==> src/rtl/aes_pkg.sv <==
// AES key-schedule shared definitions.
//   NR, KEY_W  : round count and key width for AES-128
//   state_e    : key-schedule walker states
//   rcon()     : round constant, valid for indices 1..10
//   rot_word() : cyclic left byte rotation of a 32-bit word
//   key_word() : extract word i of a 128-bit key (word 0 = [127:96])
package aes_pkg;

    localparam int unsigned NR    = 10;
    localparam int unsigned KEY_W = 128;

    typedef enum logic [1:0] {IDLE, FWD, READY} state_e;

    function automatic logic [7:0] rcon(input logic [3:0] idx);
        logic [7:0] rc;
        case (idx)
            4'd1:    rc = 8'h01;
            4'd2:    rc = 8'h02;
            4'd3:    rc = 8'h04;
            4'd4:    rc = 8'h08;
            4'd5:    rc = 8'h10;
            4'd6:    rc = 8'h20;
            4'd7:    rc = 8'h40;
            4'd8:    rc = 8'h80;
            4'd9:    rc = 8'h1b;
            4'd10:   rc = 8'h36;
            default: rc = 8'h00;
        endcase
        return rc;
    endfunction

    function automatic logic [31:0] rot_word(input logic [31:0] w);
        return {w[23:0], w[31:24]};
    endfunction

    function automatic logic [31:0] key_word(input logic [KEY_W-1:0] k, input int unsigned i);
        return k[KEY_W-1-32*i -: 32];
    endfunction

endpackage

==> src/rtl/aes_subword.sv <==
// AES SubWord: S-box applied to each byte of a 32-bit word.
//   w   : input word
//   sub : byte-wise substituted word
module aes_subword (
    input  logic [31:0] w,
    output logic [31:0] sub
);

    for (genvar b = 0; b < 4; b++) begin : g_byte
        s_box u_s_box (
            .x (w[8*b +: 8]),
            .y (sub[8*b +: 8])
        );
    end

endmodule

==> src/rtl/s_box.sv <==
// AES forward S-box, combinational.
//   x : input byte
//   y : substituted byte
// Computed as GF(2^8) inverse (x^254) followed by the AES affine transform.
module s_box (
    input  logic [7:0] x,
    output logic [7:0] y
);

    function automatic logic [7:0] gf_mul(input logic [7:0] a, input logic [7:0] b);
        logic [7:0] acc;
        logic [7:0] aa;
        acc = 8'h00;
        aa  = a;
        for (int i = 0; i < 8; i++) begin
            if (b[i]) acc = acc ^ aa;
            aa = {aa[6:0], 1'b0} ^ (aa[7] ? 8'h1b : 8'h00);
        end
        return acc;
    endfunction

    function automatic logic [7:0] sub_byte(input logic [7:0] v);
        logic [7:0] sq;
        logic [7:0] inv;
        sq  = v;
        inv = 8'h01;
        // x^254 = x^2 * x^4 * ... * x^128; zero maps to zero
        for (int i = 1; i < 8; i++) begin
            sq  = gf_mul(sq, sq);
            inv = gf_mul(inv, sq);
        end
        return inv ^ {inv[6:0], inv[7]} ^ {inv[5:0], inv[7:6]} ^ {inv[4:0], inv[7:5]}
                   ^ {inv[3:0], inv[7:4]} ^ 8'h63;
    endfunction

    assign y = sub_byte(x);

endmodule

==> src/rtl/inv_key_expansion.sv <==
// AES-128 decryption key-schedule walker. Walks the forward schedule to round 10 once,
// then steps backwards one round key per request using the inverse recurrence.
//   clk, rst_n   : clock, async active-low reset
//   key_in       : key captured on key_load (master key, or round-10 key if LOAD_IS_FINAL)
//   key_load     : start a new schedule from any state
//   key_req      : step to the previous round key (READY only, ignored at round 0)
//   key_restart  : rewind to the latched round-10 key (READY only)
//   key_out      : current round key
//   round_idx    : round number of key_out
//   key_valid    : in READY
//   key_stepped  : pulse the cycle after an accepted key_req/key_restart
//   busy         : forward walk in progress
module inv_key_expansion
    import aes_pkg::*;
#(
    parameter int unsigned NR            = 10,
    parameter bit          LOAD_IS_FINAL = 1'b0
) (
    input  logic             clk,
    input  logic             rst_n,
    input  logic [KEY_W-1:0] key_in,
    input  logic             key_load,
    input  logic             key_req,
    input  logic             key_restart,
    output logic [KEY_W-1:0] key_out,
    output logic [3:0]       round_idx,
    output logic             key_valid,
    output logic             key_stepped,
    output logic             busy
);

    if (NR != 10) begin : g_nr_check
        $error("inv_key_expansion supports only NR = 10 (AES-128)");
    end

    localparam logic [3:0] LastRound = 4'd10;

    state_e           state_q, state_d;
    logic [KEY_W-1:0] key_q, key_d;
    logic [KEY_W-1:0] final_q, final_d;
    logic [3:0]       round_q, round_d;
    logic             stepped_q, stepped_d;

    logic [31:0] w0, w1, w2, w3;
    logic [31:0] p1, p2, p3;
    logic [31:0] sub_in, sub_out;
    logic [31:0] n0, n1, n2, n3, p0;
    logic [KEY_W-1:0] fwd_key, inv_key;

    assign w0 = key_word(key_q, 0);
    assign w1 = key_word(key_q, 1);
    assign w2 = key_word(key_q, 2);
    assign w3 = key_word(key_q, 3);

    // Inverse recurrence recovers the previous w3 first, which then feeds SubWord
    assign p3 = w3 ^ w2;
    assign p2 = w2 ^ w1;
    assign p1 = w1 ^ w0;

    // Single SubWord shared by both directions
    assign sub_in = (state_q == FWD) ? rot_word(w3) : rot_word(p3);

    aes_subword u_subword (
        .w   (sub_in),
        .sub (sub_out)
    );

    assign n0 = w0 ^ sub_out ^ {rcon(round_q + 4'd1), 24'h0};
    assign n1 = w1 ^ n0;
    assign n2 = w2 ^ n1;
    assign n3 = w3 ^ n2;
    assign p0 = w0 ^ sub_out ^ {rcon(round_q), 24'h0};

    assign fwd_key = {n0, n1, n2, n3};
    assign inv_key = {p0, p1, p2, p3};

    always_comb begin
        state_d   = state_q;
        key_d     = key_q;
        final_d   = final_q;
        round_d   = round_q;
        stepped_d = 1'b0;
        if (key_load) begin
            key_d = key_in;
            if (LOAD_IS_FINAL) begin
                state_d = READY;
                round_d = LastRound;
                final_d = key_in;
            end else begin
                state_d = FWD;
                round_d = 4'd0;
                final_d = '0;
            end
        end else begin
            unique case (state_q)
                FWD: begin
                    key_d   = fwd_key;
                    round_d = round_q + 4'd1;
                    if (round_q == LastRound - 4'd1) begin
                        final_d = fwd_key;
                        state_d = READY;
                    end
                end
                READY: begin
                    if (key_restart) begin
                        key_d     = final_q;
                        round_d   = LastRound;
                        stepped_d = 1'b1;
                    end else if (key_req && (round_q != 4'd0)) begin
                        key_d     = inv_key;
                        round_d   = round_q - 4'd1;
                        stepped_d = 1'b1;
                    end
                end
                default: ;
            endcase
        end
    end

    always_ff @(posedge clk or negedge rst_n) begin
        if (!rst_n) begin
            state_q   <= IDLE;
            key_q     <= '0;
            final_q   <= '0;
            round_q   <= 4'd0;
            stepped_q <= 1'b0;
        end else begin
            state_q   <= state_d;
            key_q     <= key_d;
            final_q   <= final_d;
            round_q   <= round_d;
            stepped_q <= stepped_d;
        end
    end

    assign key_out     = key_q;
    assign round_idx   = round_q;
    assign key_valid   = (state_q == READY);
    assign key_stepped = stepped_q;
    assign busy        = (state_q == FWD);

endmodule

==> config.mk <==
export PLATFORM = sky130hd
export DESIGN_NAME = inv_key_expansion
export DESIGN_NICKNAME = d
export VERILOG_FILES = /design/src/rtl/aes_pkg.sv /design/src/rtl/aes_subword.sv /design/src/rtl/s_box.sv /design/src/rtl/inv_key_expansion.sv
export SDC_FILE = /design/constraint.sdc
export NUM_CORES = 2
export LEC_CHECK = 0
export ABC_AREA = 0
export BUFFER_PORTS_ARGS = -buffer_cell sky130_fd_sc_hd__buf_4
export CORE_ASPECT_RATIO = 1.5
export CORE_MARGIN = 2
export CORE_UTILIZATION = 45
export DETAILED_ROUTE_END_ITERATION = 6
export PLACE_DENSITY = 0.68
export SLEW_MARGIN = 20
export SYNTH_ARGS = -nofsm -noshare
export SYNTH_HDL_FRONTEND = slang
export SYNTH_SLANG_ARGS = --single-unit
==> constraint.sdc <==
create_clock -name clk -period 27.4 [get_ports clk]
set_clock_uncertainty 0.05 [all_clocks]
set_input_delay 5.48 -clock clk [delete_from_list [all_inputs] [get_ports clk]]
set_output_delay 5.48 -clock clk [all_outputs]
set_load 0.1 [all_outputs]
==> results summary <==
The final count of negative-setup-slack endpoints came out at 0. Yosys mapped the design onto around 130 distinct sky130hd cell types. The clock insertion delay at the later pin of the skew report came out at ~0.56 ns.

The largest net degree at the start of global routing came out at 128. The final reports fail on DRC. The classification of the worst setup path is register to register. After the last flow step, the layout net total stands at 9,743. In the layout the commonest cells are sky130_fd_sc_hd__xnor2_1 (1,556), sky130_fd_sc_hd__nor2_1 (1,473), sky130_fd_sc_hd__nand2_1 (1,001), sky130_fd_sc_hd__a21oi_1 (654), sky130_fd_sc_hd__buf_4 (536). STA puts the critical path data required time at 27.80 ns. The via count of the first global-routing pass is just under 70,000. The quantity of hold-fixing buffers added after cts is 0. In this run, the number of DRC markers left after iteration 0 of detailed routing was roughly 6,700. After routing the design area is 80,500 um2.

TritonCTS built the clock tree. The floorplan step defined a core boundary enclosing 167,000 um2. The shortest period the worst path allows came out at between 20 and 25 ns. The die outline width is 339 um. The largest total area in the synthesized netlist belongs to sky130_fd_sc_hd__xnor2_1. The sum of overflow across all layers after global routing is 0. The net count after synthesis is 9,869.

The largest buffer count on any clock path came out at 3. The die outline area came out at 171,000 um2. The cell area after placement is around 80,000 um2. In this run the clock root is driven by a sky130_fd_sc_hd__clkbuf_16.

The via count is 71,000. The global-route wire length before repair is 391 mm. The combined area of all synthesized cells is roughly 76,000 um2. The largest fanout on the critical path came out at 46.

The number of top-level pins is roughly 270. The number of remaining DRC errors is 4. Setup repair after global routing left no endpoint under its margin. Post-CTS repair changed the size of 0 cells. The initial utilization of the core area, before any placement, comes to 0.452.

For this run, the register share of the synthesized area comes to 0.0871. The highest cell delay on the worst timing path is between 0.7 and 0.8 ns. The path type of the worst min-delay path is register to register.

The number of levels the H-tree was split into is 1. The ratio of cells with drive above 1 in the final layout came out at 0.108. For the pin with the worst max-slew slack, the measured transition is 1.13 ns. After technology mapping, the gate count stands at 9,705. The endpoint class of the critical path is a register. Once detailed placement completed, the half-perimeter wirelength came to 186 mm. The number of violations of the max-capacitance limit came out at 0. The share of flip-flops with an asynchronous set or reset after synthesis came out at 1.00. STA classifies the critical path startpoint as a register. The total global routing track utilization came out at 0.278.

The fmax came out at around 0.047 GHz. The run finished, with violations left. In the final layout, flip-flops and latches occupy 6580 um2. The number of antenna violations at the first check in global routing is 6. The average routed wire per standard cell is 21.1 um. The post-synthesis to final-layout area growth came out at 6.52%.

The count of buffers added on input and output ports is between 200 and 300. The hold path depth came out at 2. Among all flip-flop cells after synthesis, the most frequent one is sky130_fd_sc_hd__dfrtp_1. The detailed-route vias per instance is 6.00. The number of standard-cell rows in the floorplan is 184. The most common library cell in the layout ignoring fill and taps is sky130_fd_sc_hd__xnor2_1. The synthesized area per cell is ~7.8 um2. The first TritonRoute pass finished after 7 iterations. The combined area of the multi-input logic cells came out at around 66,000 um2. Routability-driven placement finished with a final weighted congestion of 0.951.

Sorting the synthesized cells by area gives the leading types as sky130_fd_sc_hd__xnor2_1 (18%), sky130_fd_sc_hd__xnor3_1 (13%), sky130_fd_sc_hd__dfrtp_1 (8.7%). The final number of max-transition violations came out at 0. After clock tree synthesis, the clock-pin slew on the worst setup and hold paths is around 0.080 ns. The area fraction of the dominant cell type after synthesis is 0.185.

The number of hold-slack violations in the final timing report is 0. Clock tree synthesis found a total of 263 sinks. The flop and latch count out of synthesis is 263. The fill cell instance count of the final layout came out at 16,400. The worst reg2reg path depth is 62.

The count of flip-flops with a built-in enable after synthesis is 0. Among all stages on the critical path, the largest delay is contributed by sky130_fd_sc_hd__xnor3_1. The data arrival at the endpoint of the critical path is 21.56 ns. The number of buffers added by the clock tree synthesis step is 21. The die span in y came out at 506 um. The setup TNS after final layout came out at 0 ns. The total routed wirelength is 249 mm. The Yosys warning count came out at 0. The count of buffers added by post-CTS timing repair for setup came out at 0. The portion of the clock cycle consumed by the worst path in the final layout is 0.772. The relative slew slack came out at 0.241. The remaining number of nets flagged by the antenna check after routing came out at 0.
[critical path, delay by kind of cell (launching register included)]
| kind | cells | cell delay [ns] |
|---|---|---|
| compound gates | 9 | 1.84 |
| simple gates | 15 | 3.49 |
| flops | 1 | 0.44 |
| buf+inv | 5 | 1.22 |
| fa+ha+maj | 3 | 1.43 |
| xor+xnor | 28 | 11.92 |
| mux | 2 | 0.64 |
[area by class of cell]
type,count,share of cell area
clock buffer,30,0.00707
timing repair buffer,538,0.0504
clock inverter,4,0.00118
antenna,6,0.000187
tap,2232,0.0347
multi-input combinational,8600,0.817
inverter,155,0.00729
sequential,263,0.0818
[cell families (layout without fill, tap and decap cells)]
| family | after synthesis | count (layout) | synth area share |
|---|---|---|---|
| and+or+nand+nor | 3308 | 3308 | 0.188 |
| AOI/OAI and AO/OA | 2136 | 2136 | 0.181 |
| muxes | 300 | 300 | 0.0411 |
| buffers and inverters | 842 | 727 | 0.0478 |
| xor gates and xnor gates | 2819 | 2819 | 0.449 |
| adders and majority gates | 37 | 37 | 0.00593 |
| DFF | 263 | 263 | 0.0871 |
| other | 0 | 6 | 0 |
[path summary, 6_finish.rpt]
path / from / end / slack (ns)
max in group asynchronous: rst_n / key_out[50] / 19.68
worst min-delay path: final_q[53] / final_q[53] / 0.47
worst max-delay path: state_q[1] / final_q[57] / 6.25
worst min register to register: final_q[53] / final_q[53] / 0.47
worst max register to register: state_q[1] / final_q[57] / 6.25
min in group asynchronous: rst_n / final_q[12] / 4.99
[sequential cells by signal (all words and copies together), names as in the netlist]
name,cells
state_q,2
round_idx,4
key_out,128
final_q,128
key_stepped,1
[cells in the mapped netlist, types with 37 or more instances]
library cell	number
sky130_fd_sc_hd__xor2_2	48
sky130_fd_sc_hd__nand3_1	171
sky130_fd_sc_hd__mux2i_1	225
sky130_fd_sc_hd__and2_1	55
sky130_fd_sc_hd__o31ai_1	37
sky130_fd_sc_hd__o211ai_1	106
sky130_fd_sc_hd__a22oi_1	62
sky130_fd_sc_hd__buf_4	46
sky130_fd_sc_hd__or3_1	40
sky130_fd_sc_hd__o21ai_1	52
sky130_fd_sc_hd__mux2_2	66
sky130_fd_sc_hd__xor2_1	503
sky130_fd_sc_hd__dfrtp_1	263
sky130_fd_sc_hd__a211o_1	39
sky130_fd_sc_hd__o21ai_0	432
sky130_fd_sc_hd__xnor2_1	1595
sky130_fd_sc_hd__a31oi_1	78
sky130_fd_sc_hd__and3_1	49
sky130_fd_sc_hd__xnor3_1	432
sky130_fd_sc_hd__xnor2_2	107
sky130_fd_sc_hd__nand2_1	1003
sky130_fd_sc_hd__nor2b_1	55
sky130_fd_sc_hd__buf_2	116
sky130_fd_sc_hd__inv_1	136
sky130_fd_sc_hd__a211oi_1	86
sky130_fd_sc_hd__clkbuf_1	434
sky130_fd_sc_hd__nor3_1	209
sky130_fd_sc_hd__o22ai_1	140
sky130_fd_sc_hd__a21oi_1	654
sky130_fd_sc_hd__a221oi_1	50
sky130_fd_sc_hd__nand2b_1	66
sky130_fd_sc_hd__xor3_1	64
sky130_fd_sc_hd__nor2_1	1478
sky130_fd_sc_hd__buf_1	72
[routing by layer]
| layer | part of all wire | wire [um] | global-route usage | vias up |
|---|---|---|---|---|
| met5 | 0 | 0 | 0 | - |
| met4 | 0.050 | 12400 | 0.128 | 0 |
| met3 | 0.068 | 16900 | 0.0351 | 675 |
| met2 | 0.49 | 123000 | 0.497 | 2990 |
| met1 | 0.39 | 96900 | 0.329 | 34200 |
| li1 | - | - | - | 33100 |
[per-stage QoR]
stage / hold slack [ns] / util / cells / setup slack (ns)
2_1_floorplan: 0.422 / - / 9705 / 10.05
5_1_grt: 0.477 / 0.482 / 11800 / 4.99
3_3_place_gp: 0.435 / 0.477 / 11800 / 6.41
3_5_place_dp: 0.451 / 0.477 / 11800 / 6.63
4_1_cts: 0.468 / 0.481 / 11800 / 6.55
6_report: 0.466 / 0.482 / 11800 / 6.25
Power is not shown: default switching activity piles up to over one toggle a cycle in this logic, so the estimate is an artifact.
